<file path="src/rtl/tomasulo_pkg.sv">
`default_nettype none
// ============================================================================
// Module  : tomasulo_pkg
// Brief   : Shared widths, station tags and CDB requester indices.
// Revision: 1.0
// ============================================================================
package tomasulo_pkg;

  localparam int TAG_W  = 4;
  localparam int ROB_W  = 2;
  localparam int DATA_W = 64;

  localparam logic [TAG_W-1:0] notag  = 4'd0;
  localparam logic [TAG_W-1:0] add_1  = 4'd1;
  localparam logic [TAG_W-1:0] add_2  = 4'd2;
  localparam logic [TAG_W-1:0] add_3  = 4'd3;
  localparam logic [TAG_W-1:0] mult_1 = 4'd4;
  localparam logic [TAG_W-1:0] mult_2 = 4'd5;
  localparam logic [TAG_W-1:0] ld_1   = 4'd6;
  localparam logic [TAG_W-1:0] ld_2   = 4'd7;
  localparam logic [TAG_W-1:0] ld_3   = 4'd8;
  localparam logic [TAG_W-1:0] st_1   = 4'd9;
  localparam logic [TAG_W-1:0] st_2   = 4'd10;

  localparam int REQ_ADD  = 0;
  localparam int REQ_MULT = 1;
  localparam int REQ_LD   = 2;

endpackage
`default_nettype wire

</file>
<file path="src/rtl/rr_pick.sv">
`default_nettype none
// ============================================================================
// Module  : rr_pick
// Brief   : Combinational rotate-priority picker; searches from last+1 upward.
// Revision: 1.0
// ============================================================================
module rr_pick #(
  parameter int N     = 3,
  parameter int IDX_W = 2
) (
  input  logic [N-1:0]     eligible,
  input  logic [IDX_W-1:0] last,
  output logic [N-1:0]     grant,
  output logic [IDX_W-1:0] grant_idx
);

  always_comb begin : p_pick
    int   j;
    logic found;
    grant     = '0;
    grant_idx = '0;
    found     = 1'b0;
    j         = 0;
    for (int k = 1; k <= N; k++) begin
      j = (int'(last) + k) % N;
      if (!found && eligible[j]) begin
        found     = 1'b1;
        grant[j]  = 1'b1;
        grant_idx = IDX_W'(j);
      end
    end
  end

endmodule
`default_nettype wire

</file>
<file path="src/rtl/cdb_arbiter.sv">
`default_nettype none
// ============================================================================
// Module  : cdb_arbiter
// Brief   : Round-robin common-data-bus arbiter with registered broadcast.
// Revision: 1.0
// ============================================================================
module cdb_arbiter #(
  parameter int NUM_REQ = 3,
  parameter int TAG_W   = tomasulo_pkg::TAG_W,
  parameter int DATA_W  = tomasulo_pkg::DATA_W,
  parameter int ROB_W   = tomasulo_pkg::ROB_W,
  parameter int CNT_W   = 16
) (
  input  logic                      clk,
  input  logic                      reset,
  input  logic [NUM_REQ-1:0]        req,
  input  logic [NUM_REQ*TAG_W-1:0]  req_tag,
  input  logic [NUM_REQ*ROB_W-1:0]  req_rob,
  input  logic [NUM_REQ*DATA_W-1:0] req_data,
  input  logic                      cdb_stall,
  input  logic                      flush,
  output logic [NUM_REQ-1:0]        grant,
  output logic                      cdb_valid,
  output logic [TAG_W-1:0]          cdb_id,
  output logic [ROB_W-1:0]          cdb_rob,
  output logic [DATA_W-1:0]         cdb_data,
  output logic [CNT_W-1:0]          bcast_count
);

  import tomasulo_pkg::*;

  localparam int               IDX_W      = (NUM_REQ > 1) ? $clog2(NUM_REQ) : 1;
  localparam logic [IDX_W-1:0] c_last_rst = IDX_W'(NUM_REQ - 1);

  logic [NUM_REQ-1:0] w_elig;
  logic [NUM_REQ-1:0] w_pick_grant;
  logic [IDX_W-1:0]   w_pick_idx;
  logic               w_block;
  logic               w_fire;
  logic [TAG_W-1:0]   w_sel_tag;
  logic [ROB_W-1:0]   w_sel_rob;
  logic [DATA_W-1:0]  w_sel_data;

  logic [IDX_W-1:0]   r_last;
  logic [CNT_W-1:0]   r_count;
  logic               r_valid;
  logic [TAG_W-1:0]   r_id;
  logic [ROB_W-1:0]   r_rob;
  logic [DATA_W-1:0]  r_data;

  // A result carrying the null tag has no station to free, so it never wins.
  generate
    for (genvar gi = 0; gi < NUM_REQ; gi++) begin : g_elig
      assign w_elig[gi] = req[gi] && (req_tag[gi*TAG_W +: TAG_W] != TAG_W'(notag));
    end
  endgenerate

  rr_pick #(
    .N     (NUM_REQ),
    .IDX_W (IDX_W)
  ) u_pick (
    .eligible  (w_elig),
    .last      (r_last),
    .grant     (w_pick_grant),
    .grant_idx (w_pick_idx)
  );

  assign w_block = reset | flush | cdb_stall;
  assign grant   = w_block ? '0 : w_pick_grant;
  assign w_fire  = |grant;

  always_comb begin
    w_sel_tag  = '0;
    w_sel_rob  = '0;
    w_sel_data = '0;
    for (int i = 0; i < NUM_REQ; i++) begin
      if (grant[i]) begin
        w_sel_tag  = req_tag[i*TAG_W +: TAG_W];
        w_sel_rob  = req_rob[i*ROB_W +: ROB_W];
        w_sel_data = req_data[i*DATA_W +: DATA_W];
      end
    end
  end

  // Idle cycles drive zeros so consumers never capture a stale tag twice.
  always_ff @(posedge clk) begin
    if (reset) begin
      r_valid <= 1'b0;
      r_id    <= '0;
      r_rob   <= '0;
      r_data  <= '0;
      r_last  <= c_last_rst;
      r_count <= '0;
    end else if (w_fire) begin
      r_valid <= 1'b1;
      r_id    <= w_sel_tag;
      r_rob   <= w_sel_rob;
      r_data  <= w_sel_data;
      r_last  <= w_pick_idx;
      r_count <= r_count + CNT_W'(1);
    end else begin
      r_valid <= 1'b0;
      r_id    <= '0;
      r_rob   <= '0;
      r_data  <= '0;
    end
  end

  assign cdb_valid   = r_valid;
  assign cdb_id      = r_id;
  assign cdb_rob     = r_rob;
  assign cdb_data    = r_data;
  assign bcast_count = r_count;

endmodule
`default_nettype wire

</file>
<file path="config.mk">
export PLATFORM = sky130hd
export DESIGN_NAME = cdb_arbiter
export DESIGN_NICKNAME = d
export VERILOG_FILES = /design/src/rtl/tomasulo_pkg.sv /design/src/rtl/rr_pick.sv /design/src/rtl/cdb_arbiter.sv
export SDC_FILE = /design/constraint.sdc
export NUM_CORES = 1
export LEC_CHECK = 0
export ABC_CLOCK_PERIOD_IN_PS = 2900
export CAP_MARGIN = 20
export CORE_AREA = 4 4 116 118
export CTS_BUF_LIST = sky130_fd_sc_hd__clkbuf_8
export CTS_CLUSTER_SIZE = 10
export DETAILED_ROUTE_END_ITERATION = 10
export DIE_AREA = 0 0 120 122
export PLACE_DENSITY = 0.89
export SLEW_MARGIN = 25
export SYNTH_ARGS = -nofsm -noshare
export SYNTH_HDL_FRONTEND = slang
export SYNTH_SLANG_ARGS = --single-unit
</file>
<file path="constraint.sdc">
create_clock -name clk -period 2.9 [get_ports clk]
set_input_delay 0.29 -clock clk [delete_from_list [all_inputs] [get_ports clk]]
set_output_delay 0.29 -clock clk [all_outputs]
set_load 0.01 [all_outputs]
</file>
* Word-level counts from Yosys, hierarchy flattened *
Index checks and enable logic that the tools add are counted.
W data, S select, Z words.

word-level totals
  flip-flop bits (word level) = 89
  word-level logic and storage cells = 73

cells by class
  add/sub/neg operators = 4
  divide/modulo/power cells = 3
  magnitude comparators = 6
  muxes and demuxes = 34
  bitwise logic cells = 5
  reduce and logical (&&, ||, !) cells = 15

operators by type and width
  cell                     number
  $mux W64                 3
  $ge A32 B1 Y1 const B    3
  $lt A32 B4 Y1 const B    3
  $mod A32 B3 Y32 const B  3
  $add A16 B1 Y16 const B  1
  $mux W1                  12
  $mux W2                  6
  $mux W3                  4
  $mux W4                  3
  $reduce_bool A4 Y1       3
  $logic_and A1 B1 Y1      8
  $add A2 B2 Y3 const B    2
  $bmux W1 S2              3
  $demux W1 S2             3
  $or A3 B3 Y3             2
  $add A2 B1 Y3 const B    1
  $reduce_or A3 Y1         1
  $logic_not A1 Y1         2
  $or A1 B1 Y1             2
  $reduce_or A2 Y1         1
  $not A1 Y1               1

* Logic depth before layout (Yosys ltp) *
  word-level depth = 16
  mapped depth = 13
  gate-level depth less buffers = 10

* Hierarchy *
Synthesis repeated with hierarchy kept, for this count alone.

unflattened totals
  cells, all modules = 448
  area total of the unflattened synthesis = 3,817.4 um^2

by module, submodules not included
  module       instances  cells each  area an instance (um^2)  sequential area each (um^2)
  cdb_arbiter  1          413         3,558.4                  1,781.7
  rr_pick      1          35          259.0                    0.0

* Worst setup path before layout *
No wires, ideal clock.

  path kind = register to register
  start point = register r_last[0]
  end point = register r_count[5], in the netlist bcast_count[5]
  arrival = 2.470 ns
  data required time = 2.830 ns
  setup slack = 0.360 ns
  cell stages (with the launch flop) = 11
  period minus slack after synthesis = 2.540 ns
  path through = dfxtp_1 inv_1 ha_1 clkbuf_1 o221ai_1 o41ai_4 a311oi_1 a21o_1 buf_6 or4_1 a21oi_1

on the way
  longest elaborated chain between the ends = 14

ends and longest elaborated chain
  element                                                                   RTL line            text
  start, declared                                                           cdb_arbiter.sv:44   logic [IDX_W-1:0] r_last;
  start signal, assigned                                                    cdb_arbiter.sv:92   r_last <= c_last_rst;
  start signal, assigned                                                    cdb_arbiter.sv:99   r_last <= w_pick_idx;
  parallel branches: the longest is 11 deep, another holds $mod A32 B3 Y32  -
  $mux W3 *                                                                 rr_pick.sv:26       if (!found && eligible[j]) begin
  $mux W3 *                                                                 cdb_arbiter.sv:69   assign grant = w_block ? '0 : w_pick_grant;
  $reduce_or A3 Y1 *                                                        cdb_arbiter.sv:70   assign w_fire = |grant;
  end signal, assigned                                                      cdb_arbiter.sv:100  r_count <= r_count + CNT_W'(1);
  end, declared                                                             cdb_arbiter.sv:45   logic [CNT_W-1:0] r_count;

Every way passes the cells marked *. The select of a mux whose other input is x is not followed.
A chain may end at the register's enable or synchronous reset.

* Final worst setup path *
  start point = input req_tag[6]
  end point = register r_count[15], in the netlist bcast_count[15]

on the way
  longest elaborated chain between the ends = 14

ends and longest elaborated chain
  element                                      RTL line           text
  start, declared                              cdb_arbiter.sv:17  input logic [NUM_REQ*TAG_W-1:0] req_tag,
  $reduce_bool A4 Y1 *                         cdb_arbiter.sv:54  assign w_elig[gi] = req[gi] && (req_tag[gi*TAG_W +: TAG_W] != TAG_W'(notag));
  $logic_and A1 B1 Y1 *                        cdb_arbiter.sv:54
  $bmux W1 S2                                  rr_pick.sv:26
  $mux W1 (not written as such) (2 in series)  rr_pick.sv:26
  $mux W1                                      rr_pick.sv:26
  $logic_not A1 Y1                             rr_pick.sv:26
  $logic_and A1 B1 Y1                          rr_pick.sv:26
  $mux W1                                      rr_pick.sv:26
  $logic_not A1 Y1                             rr_pick.sv:26
  $logic_and A1 B1 Y1                          rr_pick.sv:26
  $mux W3 *                                    rr_pick.sv:26
  $mux W3 *                                    cdb_arbiter.sv:69
  $reduce_or A3 Y1 *                           cdb_arbiter.sv:70

Mark *: on every way between the ends. The rest lies on a longest branch, timed or not. The select of a mux whose other input is x is not followed.

==> impl_metrics.json <==
{
  "synth_compound_area_share_pct": 26.0,
  "synth_top_family_by_area": "compound AO/OA/AOI/OAI gates",
  "cts_max_path_buffers": 2,
  "ys.warnings.count": 0,
  "hold_viol_final": 0,
  "yosys-top-cells-area": "dfxtp_1 45%, a221oi_1 16%, nor2_1 14%",
  "yosysTopAreaCell": "dfxtp_1",
  "whs_path_depth": 3,
  "fmax_mhz": 357,
  "outcome": "finished clean",
  "synth_edf_count": 0,
  "setup_viol": 0,
  "crit_path_start_kind": "input port",
  "wl_per_cell_um": 18.6,
  "fin_skew_ns": 0.0137,
  "synth_adder_area_share_pct": 1.59,
  "dpl.cell_count": 941,
  "gp_congestion": 0.880,
  "synthArstFlopShare_pct": 0,
  "cts_tree": "yes",
  "grt_pass1_vias": 4934,
  "yosysSeqAreaShare_pct": 45.4,
  "fin_cells": 964,
  "rows": 41,
  "clock_latency_ns": 0.37,
  "viasPerCell": 5.15,
  "fin_ws_ns": 0.102,
  "ys_ff_latch": 89,
  "critPathCaptureType": "flip-flop",
  "globalRouteOverflowTotal": 0,
  "fillers": 1014,
  "nets": 1011,
  "layout_min_cycle_time_ns": 2.80,
  "grt_pass1_wl_um": 26400,
  "cp.required_ns": 3.20,
  "ant_nets": 0,
  "drt-pass1-iter-count": 5,
  "io_buffer_count": 306,
  "max_cap_violations": 0,
  "reg2reg_depth": 9,
  "power_density_nw_per_um2": 371,
  "synthCells": 459,
  "utilization_pct": 62.6,
  "dieArea_um2": 14600,
  "synth_top_area_share_pct": 45.4,
  "die_w_um": 120,
  "worst_hold_slack_ns": 0.239,
  "syn_to_final_growth_pct": 98.8,
  "grt_setup_unrepaired": "false",
  "synth_simple_gate_area_share_pct": 21.4,
  "start_util_pct": 31.5,
  "finalWirelength_um": 18000,
  "dp_hpwl_um": 14000,
  "grt_start_max_net_pins": 36,
  "synth_area_um2": 3930,
  "dp_slack_ns": -0.453,
  "antenna_found_initial": 0,
  "die_h_um": 122,
  "synth_mux_area_share_pct": 0.510,
  "n_antenna_cell": 0,
  "arrival_ns": 3.10,
  "synth_ff_type": "dfxtp_1",
  "cts_buffers": 9,
  "grt_usage_pct": 23.0,
  "relSlewSlack_pct": 66.8,
  "leakagePower_nw": 2.99,
  "worstPathMaxFanout": 21,
  "htree_levels": 3,
  "clk_pin_slew_ns": 0.09,
  "hold_path_class": "in -> reg",
  "io_pins": 307,
  "syn-num-nets": 681,
  "synth.distinct_cells": 43,
  "crit_type": "in -> reg",
  "slew_viol_final": 0,
  "period_share_pct": 96.5,
  "peakVddDrop_uv": 211,
  "drt_iter0_markers": 334,
  "worst_pin_slew_ns": 0.496,
  "cts-root-buf": "clkbuf_8",
  "numClockSinks": 89,
  "drc_errors": 0,
  "synth-xor-area-share_pct": 0.223,
  "vias": 4969,
  "synth.avg_cell_area_um2": 8.55,
  "core_area_um2": 12500,
  "drive_above_1_share_pct": 10.6
}
repair_timing:
item	CTS	global route
resized for setup	5	10
hold buffers	0	0
pin swaps	3	3
setup endpoints to repair	52	12
buffers inserted	6	3
cell families (layout without fill, tap and decap cells):
logic type,after synthesis,count (layout)
flops,89,89
mux,2,2
buf+inv,47,380
simple gates,194,194
compound gates,121,121
fa+ha+maj,5,5
xor+xnor,1,1
layout make-up:
cell class	count	area, um2	share of cell area, %
Inverter	9	33.8	0.433
Multi-Input combinational cell	323	2010	25.7
Tap cell	172	215	2.76
Sequential cell	89	1780	22.8
Clock inverter	5	73.8	0.946
Clock buffer	9	124	1.59
Timing Repair Buffer	357	3570	45.7
synth_stat cells (all sizes together), types with 2 or more instances:
| cell type | instances |
|---|---|
| inv | 9 |
| nand3b | 2 |
| o21ai | 8 |
| o41ai | 4 |
| a21oi | 16 |
| o31ai | 8 |
| or2 | 3 |
| or3 | 3 |
| or4 | 7 |
| buf | 7 |
| and4 | 2 |
| a21o | 2 |
| nand4b | 2 |
| a31oi | 4 |
| a221oi | 70 |
| ha | 5 |
| nor2 | 149 |
| dfxtp | 89 |
| nand2 | 8 |
| nand4 | 3 |
| mux2i | 2 |
| nand2b | 3 |
| and3 | 2 |
| clkbuf | 31 |
| nand3 | 8 |
worst max-delay path, cell delays in order:
cell and delay [ns]:
clkdlybuf4s50_1 0.47, o41ai_4 0.46, nor2_1 0.15, o41ai_4 0.37
buf_4 0.18, a311oi_1 0.10, a21o_1 0.24, buf_12 0.16
or4_1 0.51, a21oi_1 0.15
registers in the layout, summed over array words and instances, names as in the netlist:
register,count
cdb_rob,2
cdb_data,64
cdb_id,4
cdb_valid,1
bcast_count,16
r_last,2
power breakdown:
part	total (mW)	internal, mW	switching [mW]
clock network	0.917	0.471	0.447
logic	0.689	0.460	0.229
registers	1.29	1.27	0.0167
path summary, 6_finish.rpt:
check                                                  start                            to  slack [ns]
worst max-delay path                              req_tag[6]  bcast_count[15]$_SDFFE_PP0P_        0.10
worst min-delay path                              req_tag[8]          cdb_id[0]$_SDFF_PP0_        0.24
worst max register to register        r_last[0]$_SDFFE_PP0P_  bcast_count[15]$_SDFFE_PP0P_        0.19
worst min register to register  bcast_count[15]$_SDFFE_PP0P_  bcast_count[15]$_SDFFE_PP0P_        0.50
placed cells by master (no fill, tap or decap), drive strengths merged, types with 4 or more instances in the layout:
cell type / n
clkdlybuf4s50: 300
dfxtp: 89
or4: 7
inv: 10
nand2: 8
buf: 51
a221oi: 70
o41ai: 4
dlymetal6s2s: 4
o31ai: 8
a21oi: 16
nor2: 149
clkbuf: 9
ha: 5
a31oi: 4
nand3: 8
o21ai: 8
through the flow:
step,power [mW],TNS [ns],cell area [um2]
detailed placement,1.98,-30.28,7470
global placement,1.97,-22.79,7470
CTS,2.91,-0.130,7740
floorplan,1.49,0,3930
finish,2.90,0,7800
global route,3.01,0,7800
layer usage:
| layer | share of wire (%) | vias to the layer above | global-route usage, % |
|---|---|---|---|
| met5 | 0 | - | 0 |
| met1 | 37 | 2301 | 25.8 |
| met3 | 8.9 | 46 | 6.31 |
| met4 | 3.0 | 0 | 9.66 |
| met2 | 51 | 274 | 41.0 |
| li1 | - | 2348 | - |
Power figures use the tool's default switching activity.
